`config.mk`:
```
export PLATFORM = sky130hd
export DESIGN_NAME = jam_cost_table_flat
export DESIGN_NICKNAME = d
export VERILOG_FILES = /design/src/rtl/jam_pkg.sv /design/src/rtl/jam_cost_table_if.sv /design/src/rtl/jam_cost_table_cost_mem.sv /design/src/rtl/jam_cost_table.sv /design/src/flat_wrapper.sv
export SDC_FILE = /design/constraint.sdc
export NUM_CORES = 1
export LEC_CHECK = 0
export BUFFER_PORTS_ARGS = -buffer_cell sky130_fd_sc_hd__buf_2
export CAP_MARGIN = 20
export CORE_AREA = 5 5 210 212
export DETAILED_ROUTE_END_ITERATION = 8
export DIE_AREA = 0 0 215 217
export SLEW_MARGIN = 15
export SYNTH_ARGS = -nofsm -noshare
export SYNTH_HDL_FRONTEND = slang
export SYNTH_SLANG_ARGS = --single-unit
```
`constraint.sdc`:
```
create_clock -name CLK -period 2.4 [get_ports CLK]
set_input_delay 0.12 -clock CLK [delete_from_list [all_inputs] [get_ports CLK]]
set_output_delay 0.12 -clock CLK [all_outputs]
set_load 0.02 [all_outputs]
```
`src/rtl/jam_pkg.sv`:
```
// Shared definitions for the assignment-problem cost table: widths, table geometry
// and the load/lookup state machine encoding.
package jam_pkg;

  localparam int N_WORKER = 8;
  localparam int COST_W   = 7;
  localparam int SUM_W    = 10;
  localparam int CNT_W    = 4;

  localparam int IDX_W    = $clog2(N_WORKER);
  localparam int PTR_W    = 2 * IDX_W;
  localparam int N_ENTRY  = N_WORKER * N_WORKER;

  typedef enum logic [1:0] {
    EMPTY = 2'd0,
    LOAD  = 2'd1,
    READY = 2'd2,
    DONE  = 2'd3
  } state_t;

  // Row-major placement: a worker's eight job costs are contiguous.
  function automatic logic [PTR_W-1:0] entry_addr(input logic [IDX_W-1:0] w,
                                                  input logic [IDX_W-1:0] j);
    return {w, j};
  endfunction

endpackage

```
`src/rtl/jam_cost_table_if.sv`:
```
// Bundle between the loader/solver side (master) and the cost table (slave):
// streaming table load, cost lookup and result capture.
interface jam_cost_table_if;
  import jam_pkg::*;

  logic                clr;
  logic                load_valid;
  logic [COST_W-1:0]   load_data;
  logic                load_ready;
  logic [IDX_W-1:0]    W;
  logic [IDX_W-1:0]    J;
  logic [COST_W-1:0]   Cost;
  logic                table_ready;
  logic                Valid;
  logic [SUM_W-1:0]    MinCost;
  logic [CNT_W-1:0]    MatchCount;
  logic [SUM_W-1:0]    res_min_cost;
  logic [CNT_W-1:0]    res_match_count;
  logic                done;

  modport master (
    output clr, load_valid, load_data, W, J, Valid, MinCost, MatchCount,
    input  load_ready, Cost, table_ready, res_min_cost, res_match_count, done
  );

  modport slave (
    input  clr, load_valid, load_data, W, J, Valid, MinCost, MatchCount,
    output load_ready, Cost, table_ready, res_min_cost, res_match_count, done
  );

endinterface

```
`src/rtl/jam_cost_table_cost_mem.sv`:
```
// 64 x 7 cost register file: one synchronous write port, one asynchronous read port.
// Storage is deliberately unreset so it maps onto plain flops or distributed RAM.
module cost_mem
  import jam_pkg::*;
(
  input  logic               CLK,
  input  logic               wr_en,
  input  logic [PTR_W-1:0]   wr_addr,
  input  logic [COST_W-1:0]  wr_data,
  input  logic [PTR_W-1:0]   rd_addr,
  output logic [COST_W-1:0]  rd_data
);

  logic [COST_W-1:0] mem [N_ENTRY];

  always_ff @(posedge CLK) begin
    if (wr_en) begin
      mem[wr_addr] <= wr_data;
    end
  end

  assign rd_data = mem[rd_addr];

endmodule

```
`src/rtl/jam_cost_table.sv`:
```
// Cost table feeding an assignment solver: streams in 64 costs, serves zero-latency
// (W,J) lookups once full, and captures the solver's first result.
module jam_cost_table
  import jam_pkg::*;
(
  input  logic              CLK,
  input  logic              RST_n,
  jam_cost_table_if.slave   bus
);

  state_t               state;
  logic [PTR_W-1:0]     wr_ptr;
  logic                 load_ready_q;
  logic                 table_ready_q;
  logic                 done_q;
  logic [SUM_W-1:0]     res_min_q;
  logic [CNT_W-1:0]     res_cnt_q;
  logic                 wr_en;
  logic [COST_W-1:0]    rd_cost;

  // clr wins over a coincident load beat, so the entry is never written.
  assign wr_en = bus.load_valid && load_ready_q && !bus.clr;

  cost_mem u_cost_mem (
    .CLK     (CLK),
    .wr_en   (wr_en),
    .wr_addr (wr_ptr),
    .wr_data (bus.load_data),
    .rd_addr (entry_addr(bus.W, bus.J)),
    .rd_data (rd_cost)
  );

  always_ff @(posedge CLK or negedge RST_n) begin
    if (!RST_n) begin
      state         <= EMPTY;
      wr_ptr        <= '0;
      load_ready_q  <= 1'b0;
      table_ready_q <= 1'b0;
      done_q        <= 1'b0;
      res_min_q     <= '0;
      res_cnt_q     <= '0;
    end else if (bus.clr) begin
      state         <= LOAD;
      wr_ptr        <= '0;
      load_ready_q  <= 1'b1;
      table_ready_q <= 1'b0;
      done_q        <= 1'b0;
      res_min_q     <= '0;
      res_cnt_q     <= '0;
    end else begin
      case (state)
        EMPTY: begin
          state        <= LOAD;
          load_ready_q <= 1'b1;
        end
        LOAD: begin
          if (bus.load_valid) begin
            wr_ptr <= wr_ptr + 1'b1;
            if (wr_ptr == PTR_W'(N_ENTRY - 1)) begin
              state         <= READY;
              load_ready_q  <= 1'b0;
              table_ready_q <= 1'b1;
            end
          end
        end
        READY: begin
          if (bus.Valid) begin
            state     <= DONE;
            done_q    <= 1'b1;
            res_min_q <= bus.MinCost;
            res_cnt_q <= bus.MatchCount;
          end
        end
        DONE: begin
        end
        default: begin
          state <= EMPTY;
        end
      endcase
    end
  end

  // Lookups only expose stored data once the whole table is valid.
  assign bus.Cost            = table_ready_q ? rd_cost : '0;
  assign bus.load_ready      = load_ready_q;
  assign bus.table_ready     = table_ready_q;
  assign bus.done            = done_q;
  assign bus.res_min_cost    = res_min_q;
  assign bus.res_match_count = res_cnt_q;

endmodule

```
`src/flat_wrapper.sv`:
```
// flat-port wrapper written by rule: the top's interface ports become plain ports
module jam_cost_table_flat import jam_pkg::*;
  (CLK, RST_n, bus_clr, bus_load_valid, bus_load_data, bus_W, bus_J, bus_Valid, bus_MinCost, bus_MatchCount, bus_load_ready, bus_Cost, bus_table_ready, bus_res_min_cost, bus_res_match_count, bus_done);
  jam_cost_table_if bus_i ();
  input  logic CLK;
  input  logic RST_n;
  input wire logic [$bits(bus_i.clr)-1:0] bus_clr;
  input wire logic [$bits(bus_i.load_valid)-1:0] bus_load_valid;
  input wire logic [$bits(bus_i.load_data)-1:0] bus_load_data;
  input wire logic [$bits(bus_i.W)-1:0] bus_W;
  input wire logic [$bits(bus_i.J)-1:0] bus_J;
  input wire logic [$bits(bus_i.Valid)-1:0] bus_Valid;
  input wire logic [$bits(bus_i.MinCost)-1:0] bus_MinCost;
  input wire logic [$bits(bus_i.MatchCount)-1:0] bus_MatchCount;
  output wire logic [$bits(bus_i.load_ready)-1:0] bus_load_ready;
  output wire logic [$bits(bus_i.Cost)-1:0] bus_Cost;
  output wire logic [$bits(bus_i.table_ready)-1:0] bus_table_ready;
  output wire logic [$bits(bus_i.res_min_cost)-1:0] bus_res_min_cost;
  output wire logic [$bits(bus_i.res_match_count)-1:0] bus_res_match_count;
  output wire logic [$bits(bus_i.done)-1:0] bus_done;
  assign bus_i.clr = bus_clr;
  assign bus_i.load_valid = bus_load_valid;
  assign bus_i.load_data = bus_load_data;
  assign bus_i.W = bus_W;
  assign bus_i.J = bus_J;
  assign bus_i.Valid = bus_Valid;
  assign bus_i.MinCost = bus_MinCost;
  assign bus_i.MatchCount = bus_MatchCount;
  assign bus_load_ready = bus_i.load_ready;
  assign bus_Cost = bus_i.Cost;
  assign bus_table_ready = bus_i.table_ready;
  assign bus_res_min_cost = bus_i.res_min_cost;
  assign bus_res_match_count = bus_i.res_match_count;
  assign bus_done = bus_i.done;
  jam_cost_table u_core (.CLK(CLK), .RST_n(RST_n), .bus(bus_i));
endmodule
```
# Yosys cells after proc, flatten, opt, wreduce, memory -nomap -nowiden
# Memories as Yosys holds them, arrays and structs flattened.
# Cells that the tools add are included.
# Widths: inputs -> output; s select.
[word_totals]
regBits = 25
ramBits = 448
in_bits = 32
out_inout_bits = 24
memories = 1
[memory_table]
columns = ["name", "words", "word_bits", "rd", "rd_clocked_by_memory_dff", "write_ports", "line", "text"]
rows = [
  ["u_core.u_cost_mem.mem", 64, 7, 1, 0, 1, "jam_cost_table_cost_mem.sv:14", "logic [COST_W-1:0] mem [N_ENTRY];"],
]
[classes]
addsub = 1
eq_ne = 6
muxes = 28
n_reduce_logical = 16
[ops]
columns = ["operator", "n"]
rows = [
  ["$mux 10", 3],
  ["$mux 6", 3],
  ["$mux 1", 12],
  ["$mux 4", 3],
  ["$reduce_bool 2->1", 5],
  ["$mux 2", 4],
  ["$mux 7", 1],
  ["$add 6x1->6 const B", 1],
  ["$eq 6x6->1 const B", 1],
  ["$ne 3x3->1 const B", 2],
  ["$pmux 2 s3", 1],
  ["$reduce_and 3->1", 2],
  ["$reduce_and 2->1", 2],
  ["$reduce_and 4->1", 1],
  ["$reduce_bool 4->1", 1],
  ["$ne 3x2->1 const B", 1],
  ["$reduce_bool 3->1", 1],
  ["$eq 2x1->1 const B", 1],
  ["$eq 2x2->1 const B", 1],
  ["$logic_and 1x1->1", 2],
  ["$logic_not 2->1", 1],
  ["$pmux 1 s2", 1],
  ["$logic_not 1->1", 1],
]

# Longest topological paths before layout
# Gate-level depths: netlist of the first run.
[depth]
ltp_word = 5
mapped_depth = 8
mapped_depth_nobuf = 6

# By module
# Synthesis of the first run repeated with hierarchy kept, for this count alone.
[hier_totals]
hier_cells = 951
hier_area_um2 = 18725.5
[modules_own_cells]
columns = ["mod", "instances", "cells_per_inst", "area_each_um2", "seq_area_each_um2"]
rows = [
  ["cost_mem", 1, 820, 17495.5, 13452.9],
  ["jam_cost_table", 1, 131, 1229.9, 625.6],
]

# Worst setup path after synthesis of the first run
# OpenSTA, ideal clock, no wires.
[synth_path]
path_type = "input to output"
start = "input bus_J[2]"
end = "output bus_Cost[5]"
t_arrival_ns = 1.800
required_time_ns = 2.280
setup_slack_ns = 0.480
path_stages = 7
path_cell_list = "buf_2 buf_2 clkbuf_1 clkbuf_1 o31ai_1 a211o_1 o32ai_1"
[synth_via]
elab_chain_cells = 2
[synth_rtl]
columns = ["item", "line", "text"]
rows = [
  ["start: declaration", "flat_wrapper.sv:11", "input wire logic [$bits(bus_i.J)-1:0] bus_J;"],
  ["$mem_v2 64x7", "--", ""],
  ["$mux 7", "jam_cost_table.sv:84", "assign bus.Cost = table_ready_q ? rd_cost : '0;"],
  ["end: declaration", "flat_wrapper.sv:16", "output wire logic [$bits(bus_i.Cost)-1:0] bus_Cost;"],
]
# No other way between the ends.

# Worst setup path in the final report of the first run
[layout_path]
start = "memory u_core.u_cost_mem.mem[63][2]"
end = "output bus_Cost[2]"
[layout_via]
elab_chain_cells = 2
[layout_rtl]
columns = ["item", "line"]
rows = [
  ["start: declaration", "jam_cost_table_cost_mem.sv:14"],
  ["$mem_v2 64x7", "--"],
  ["$mux 7", "jam_cost_table.sv:84"],
]
# No other way between the ends.

==> summary by stage, run 1 <==
Run status
The flow ran to the end, but the final reports show violations. The final reports fail on negative setup slack.

Route
The antenna violation net count after detailed routing is 0. The wire length per cell is 25.51 µm. The via count of the routed design is 9699. The initial DRC count is 878. For this block, the routed nets add up to 44.19 mm of wire.

After detailed routing, the number of remaining DRC violations is 0. Using the TritonRoute via totals, the vias-per-cell ratio works out to 5.600. The detailed-router iteration count before antenna repair is 5.

GRT
The fraction of met2 tracks used by global routing is 29.76%. The number of antenna violations at the first check in global routing was 2. The met3 global-route usage is 4.197%.

The most crowded layer after global routing is met2. The number of global-route vias before repair is 10.09k. Entering global routing, the biggest net connects 64 pins.

The global-route wire length before repair is 66.45 mm. For this run, global-route usage on met1 was measured as 27.29%. The total routing resource utilization after global routing is 19.18%. Global routing finished with a remaining overflow of 0.

Placement
Once detailed placement completed, the half-perimeter wirelength came to 28.90 mm. During placement, the flow inserted port buffers numbering 55. The weighted congestion reported at the end of routability-driven placement is 0.8359.

The total instance count after detailed placement is 1622.

Timing
The fraction of the cycle the final worst path needs is 108.7%. The worst pin sits at a relative slew slack of 47.87%. The shortest period the worst path allows is 2.609 ns. Setup repair after global routing could not meet its margin everywhere. Across all setup checks in the final design, the least slack found is -0.2088 ns. The final hold violation count is 0. The final-report setup violation count is 7.

The clock arrives with 0.02336 ns of skew. The setup TNS is -0.4978 ns. On the final layout, the worst hold slack is 0.05577 ns.

Derived from the worst setup path, the maximum achievable clock frequency is 383.3 MHz. The transition time at the pin with the least slew margin is 0.7819 ns. The number of max-slew violations in the final report is 0.

Floorplanning
The die is 217 µm tall. The die is 215 µm wide. For this design the top-level I/O count stands at 56. The cell row count is 75. The effective utilization at floorplan is 44.63%.

The die area is 46660 µm². The region available for standard cell placement spans 41760 µm².

Flow run
Across the run, the number of max-cap violations was 0.

Yosys
Yosys mapped a number of flops with a built-in enable equal to 448. The synthesized area per cell is 19.72 µm². When the netlist entered floorplanning its net count stood at 982. The total of warnings raised by yosys is 0. The post-synthesis sequential area ratio is 75.54%. After synthesis the cells add up to 18640 µm². Counting instances in the post-synthesis netlist gives the leading cell types as sky130_fd_sc_hd__edfxtp_1, sky130_fd_sc_hd__mux4_2, sky130_fd_sc_hd__nor2_1, sky130_fd_sc_hd__nand2_1, sky130_fd_sc_hd__dfrtp_1. The largest area contributor in the netlist is sky130_fd_sc_hd__edfxtp_1. The proportion of synthesized flip-flops having asynchronous set or reset is 5.285%. Counting distinct cell types in the post-synthesis netlist gives 43. The share of synthesized area in the top cell type comes to 72.18%. The most common cell in the synthesized netlist is sky130_fd_sc_hd__edfxtp_1.

The number of cells produced by synthesis is 945. By area the synthesized netlist is led by sky130_fd_sc_hd__edfxtp_1, sky130_fd_sc_hd__mux4_2, sky130_fd_sc_hd__dfrtp_1. For this run, the leading register cell type out of synthesis is sky130_fd_sc_hd__edfxtp_1. After synthesis the netlist holds a flip-flop and latch count of 473.

Final layout
The repair_antennas step left the layout with diodes totalling 0. The finished layout holds 1732 standard cells, fillers aside. For this run, the share of the core covered by cells in the final layout is 53.94%. The net total in the final layout is 1189. Cells with a size suffix above 1 make up 34.12% of the layout.

The layout overhead on the synthesized area is 20.84%.

Power
The worst-case vdd ir drop is 0.5534 mV. The total power divided by cell area is 808.1 nW/µm². The total leakage power is 7.566 nW.

Clocking
The H-tree was split into 2 levels. The CTS tree is built. After clock tree synthesis, the clock-pin slew on the worst setup and hold paths is 0.06 ns. The latest clock arrival within the worst-skew pair is 0.59 ns. The clock root buffer master is sky130_fd_sc_hd__clkbuf_16. Buffers inserted during clock tree synthesis total 49. The count of buffers added by post-CTS timing repair for setup is 0. The number of sinks on the clock net is 473.

The maximum number of buffers from clock root to sink is 3.

Setup path
The type of the worst setup path is register to output pin. The critical path startpoint category is a register. Data on the critical path is required at its endpoint by 2.28 ns. The maximum fanout along the worst path is 1. The worst setup path is captured at an output pin. The data arrival time of the worst path is 2.49 ns. The cell depth of the worst flop-to-flop path is 6.

Hold path
The tightest min-delay check is of the input port to async pin type.
[cell type report]
cell class	instances	area, µm²
fillers	3166	19240
flip-flops and latches	473	14080
multi-input cells	419	4392
inverters	3	11.26
repair buffers	206	1662
well taps	539	674.4
clock inverters	35	449.2
clock buffers	57	1256
[path summary, 6_finish.rpt]
path,slack [ns],endpoint,startpoint
min in group CLK,0.10,u_core.state[1],bus_Valid
min reg2reg,0.51,u_core.bus.done,u_core.bus.done
min,0.06,u_core.bus.done,RST_n
max reg2reg,0.35,u_core.u_cost_mem.mem[23][0],u_core.bus.load_ready
max,-0.21,bus_Cost[2],u_core.u_cost_mem.mem[63][2]
max in group asynchronous,1.96,u_core.wr_ptr[0],RST_n
[stage by stage]
stage	setup WS, ns	power (mW)	area, µm²
finish	-0.2088	18.20	22520
CTS	-0.2675	18.37	22480
detailed placement	0.1127	10.40	20500
global route	-0.3023	18.85	22520
floorplan	0.4795	9.909	18640
global placement	0.09622	10.38	20500
[worst max-delay path: stages (launching register included)]
cell	delay, ns
sky130_fd_sc_hd__edfxtp_1	0.40
sky130_fd_sc_hd__mux4_2	0.48
sky130_fd_sc_hd__mux4_2	0.49
sky130_fd_sc_hd__nand2b_4	0.15
sky130_fd_sc_hd__a32o_2	0.27
sky130_fd_sc_hd__buf_6	0.14
[sequential cells by signal, indices dropped and copies added (netlist names)]
name	cells
u_core.bus.done	1
u_core.wr_ptr	6
u_core.bus.load_ready	1
u_core.bus.table_ready	1
u_core.bus.res_min_cost	10
u_core.u_cost_mem.mem	448
u_core.state	2
u_core.bus.res_match_count	4
[cells in the final DEF (no fill, tap or decap), drive strengths merged, types with 3 or more instances in the layout]
| cell type | count |
|---|---|
| edfxtp | 448 |
| buf | 188 |
| mux4 | 111 |
| nor2 | 89 |
| clkbuf | 57 |
| nand2 | 46 |
| dfrtp | 25 |
| mux2i | 23 |
| a21oi | 20 |
| dlygate4sd3 | 18 |
| o22ai | 17 |
| clkinv | 16 |
| o21ai | 12 |
| bufinv | 9 |
| nand3 | 7 |
| a211oi | 7 |
| inv | 7 |
| nor2b | 6 |
| or3b | 6 |
| a211o | 6 |
| clkinvlp | 6 |
| nand2b | 6 |
| and2 | 6 |
| mux2 | 6 |
| or3 | 5 |
| nor3 | 5 |
| ha | 5 |
| o21bai | 4 |
| nand3b | 4 |
| o221ai | 4 |
| a22o | 3 |
| nor3b | 3 |
[layer usage]
layer	wire length, µm	share of wire [%]
met3	2903	6.6
met4	1340	3.0
met2	20840	47
met5	13	0.029
met1	19100	43
[report_power, final]
part           switching (mW)  total, mW  internal (mW)
Sequential             0.0424       9.14           9.10
Clock                    3.17       7.94           4.76
Combinational           0.656       1.12          0.467
[what timing repair did]
action                     in CTS  in global routing
setup endpoints to repair       7                  7
hold buffers                   18                  0
pin swaps                       5                  4
hold endpoints to repair       45                  0
resized for setup              27                 10
[cells by family (layout without fill, tap and decap cells)]
group | Yosys count | count (layout) | share of synthesized area [%]
xor gates and xnor gates | 4 | 4 | 0.1880
DFF | 473 | 473 | 75.54
AOI/OAI and AO/OA | 83 | 83 | 2.947
and+or+nand+nor | 187 | 187 | 4.511
buffers and inverters | 53 | 301 | 1.470
adders and majority gates | 5 | 5 | 0.3357
muxes | 140 | 140 | 15.01
(Power assumes the default switching activity.)
==> inputs of run 2 (changes only) <==
clock period = 2.55 ns   (was 2.4 ns; I/O delays follow)
==> run 2 against run 1 <==
  * The flow still finishes with violations (negative setup slack)
  * Via count down 1.2%
  * Clock power shrank 10%
  * Largest power group unchanged
  * Routed wire length shrank 1.4%
  * Global-route usage decreased by 0.38 points
  * Non-clock buffer count fell by 6
  * Cell area shrank 0.84%
  * Sequential power decreased by 5.9%
  * Sequential share of layout area grew 0.53 points
  * Die area is the same
==> summary by stage, run 2 (synthesized netlist as in run 1, its figures left out) <==
Placement
The port buffer count is 55. In this run the cell area measured after placement is 20410 µm². The weighted congestion reported at the end of routability-driven placement is 0.8329. The pre-CTS setup slack is 0.1440 ns. The HPWL after detailed placement is 28.25 mm.

Final layout
The leading cell type in the layout, fill and taps excluded is sky130_fd_sc_hd__edfxtp_1. In the layout the commonest cells are sky130_fd_sc_hd__edfxtp_1, sky130_fd_sc_hd__buf_4, sky130_fd_sc_hd__mux4_2. 0 antenna diodes ended up in the layout. The layout overhead on the synthesized area is 19.83%. The layout cell share with drive strength beyond 1 is 33.25%. The net total in the final layout is 1182. The register with the most flip-flops in the layout has 448 of them. After routing the design area is 22330 µm².

The register with the most flip-flops in the final layout is u_core.u_cost_mem.mem.

Setup path
Of all nets on the critical path, the largest fanout is 1. The startpoint identified for the worst register-to-register timing path is u_core.bus.load_ready. Counting both buffers and inverters, the worst setup path holds a total of 1. The worst register-to-register path ends at u_core.u_cost_mem.mem[23][6]. The delay contributed by the slowest stage of the critical path is 0.48 ns. The standard cell with the maximum stage delay on the critical path is sky130_fd_sc_hd__mux4_2.

Broken down by cell family, the worst path's largest delay share belongs to multiplexers. The most prevalent standard cell on the critical path is sky130_fd_sc_hd__mux4_2. At the worst endpoint, the required time is 2.42 ns. By startpoint and endpoint, the worst setup path is classified as register to output pin. The worst register-to-register path has a setup slack of 0.32 ns.

The number of cells on the worst reg-to-reg path is 6. Walking the worst path, the cells encountered are mux4_2 -> mux4_2 -> nand2b_4 -> a32o_2 -> buf_6. The endpoint type of the worst setup path is an output pin. Data arrives at the worst endpoint at 2.47 ns. The critical path startpoint category is a register.

Clocking
Counting the buffers created by CTS gives 48. TritonCTS built the clock tree. Once the clock tree was built, the setup fixing pass inserted 0 buffers. The clock root buffer master is sky130_fd_sc_hd__clkbuf_16. CTS built an H-tree with a depth of 2. The clock reaches the later pin of the worst-skew pair after 0.58 ns. Clock-pin slew was measured on the worst setup and hold paths at 0.06 ns.

The tree built by TritonCTS fans out to 473 sinks. The longest clock path from root to sink contains 3 buffers.

Floorplanning
The effective utilization at floorplan is 44.63%. The total core area is 41760 µm². The die area is 46660 µm². The vertical extent of the die is 217 µm. The die boundary width is 215 µm. The top-level port count is 56. The cell row count is 75.

Timing
The final hold violation count is 0. For the final routed database, the setup TNS stands at -0.1210 ns. Measured against its own limit, the worst slew margin works out to 46.69%. The final critical path takes up 101.8% of the cycle.

Timing would allow up to 385.1 MHz. The transition time at the pin with the least slew margin is 0.7997 ns. The maximum clock skew at final layout is 0.01847 ns.

The smallest setup slack after layout is -0.04669 ns. The shortest period the worst path allows is 2.597 ns. Setup repair after global routing could not meet its margin everywhere.

Setup violations remaining at the end of the flow were counted as 3. The number of max-slew violations in the final report came to 0.

Hold path
The worst hold path was traced through 2 stages. The worst hold path begins at bus_load_data[2]. The path category of the worst min-delay check is input port to register. The path with the worst hold slack has its endpoint at u_core.u_cost_mem.mem[39][2].

Route
In the routed design, unresolved DRC markers number 0. Using the TritonRoute via totals, the vias-per-cell ratio works out to 5.570. The wire length per cell is 25.32 µm. The via count of the routed design is 9586. The first detailed-routing pass took 5 iterations. The total routed wirelength is 43.57 mm.

The antenna violation net count after detailed routing is 0. The initial DRC count is 868.

Flow run
The number of max-cap violations is 0.

Power
The analysis attributes to cell leakage a power of 7.513 nW. IR analysis of the VDD net gives a maximum drop of 0.4931 mV. Power spread over the standard cell area amounts to 750.5 nW/µm².

Run status
The flow ran to the end, but the final reports show violations. The checks that failed: negative setup slack.

GRT
The number of global-route vias before repair came to 9944. The number of antenna violations at the first check in global routing is 1. Entering global routing, the biggest net connects 65 pins. The global-route wire length before repair is 65.41 mm. Global routing used 18.81% of the available tracks across all layers.

The total overflow left after global routing is 0.
[run 2: timing repair]
action / CTS / global route
endpoints found under the setup margin: 6 / 39
hold buffers: 17 / 1
pin swaps: 8 / 3
resized for setup: 19 / 11
endpoints found under the hold margin: 46 / 15
[run 2: layout make-up]
| class | instances | area (µm²) |
|---|---|---|
| fill | 3233 | 19420 |
| sequential | 473 | 14080 |
| multi-input combinational | 419 | 4378 |
| timing repair buffer | 200 | 1592 |
| clock buffer | 55 | 1269 |
| tap | 539 | 674.4 |
| clock inverter | 32 | 331.6 |
| inverter | 3 | 11.26 |
[run 2: metrics by stage]
stage	power, mW	utilization [%]	std cells	hold slack [ns]
after global routing	17.33	53.48	1721	0.06864
after detailed placement	9.760	48.87	1615	0.1588
final	16.76	53.48	1721	0.05852
after global placement	9.744	48.87	1615	0.1516
after CTS	16.90	53.29	1719	0.05215
after floorplan	9.326	-	945	-0.1681
[run 2: how the worst max path moves through the flow]
stage | from | endpoint | slack [ns] | depth (start not counted)
after CTS | u_core.u_cost_mem.mem[48][2] | bus_Cost[2] | -0.11 | 5
final | u_core.u_cost_mem.mem[48][2] | bus_Cost[2] | -0.05 | 5
after detailed placement | bus_J[0] | bus_Cost[0] | 0.14 | 7
after global routing | u_core.u_cost_mem.mem[23][4] | bus_Cost[4] | -0.09 | 5
after global placement | bus_J[0] | bus_Cost[0] | 0.17 | 7
after floorplan | bus_J[2] | bus_Cost[5] | 0.61 | 7
[run 2: metal layers]
layer,global-route usage [%],share of wire (%),up-vias,routed length (µm)
met3,3.738,5.9,62,2586
li1,-,-,4232,-
met2,29.09,47,287,20680
met4,6.529,2.6,2,1124
met1,27.15,44,5003,19160
met5,0,0.030,-,13
[run 2: where the power goes]
part / total (mW) / internal [mW] / switching [mW] / leakage, nW
Sequential: 8.60 / 8.56 / 0.0411 / 4.36
Combinational: 1.03 / 0.423 / 0.603 / 2.36
Clock: 7.13 / 4.26 / 2.87 / 0.789
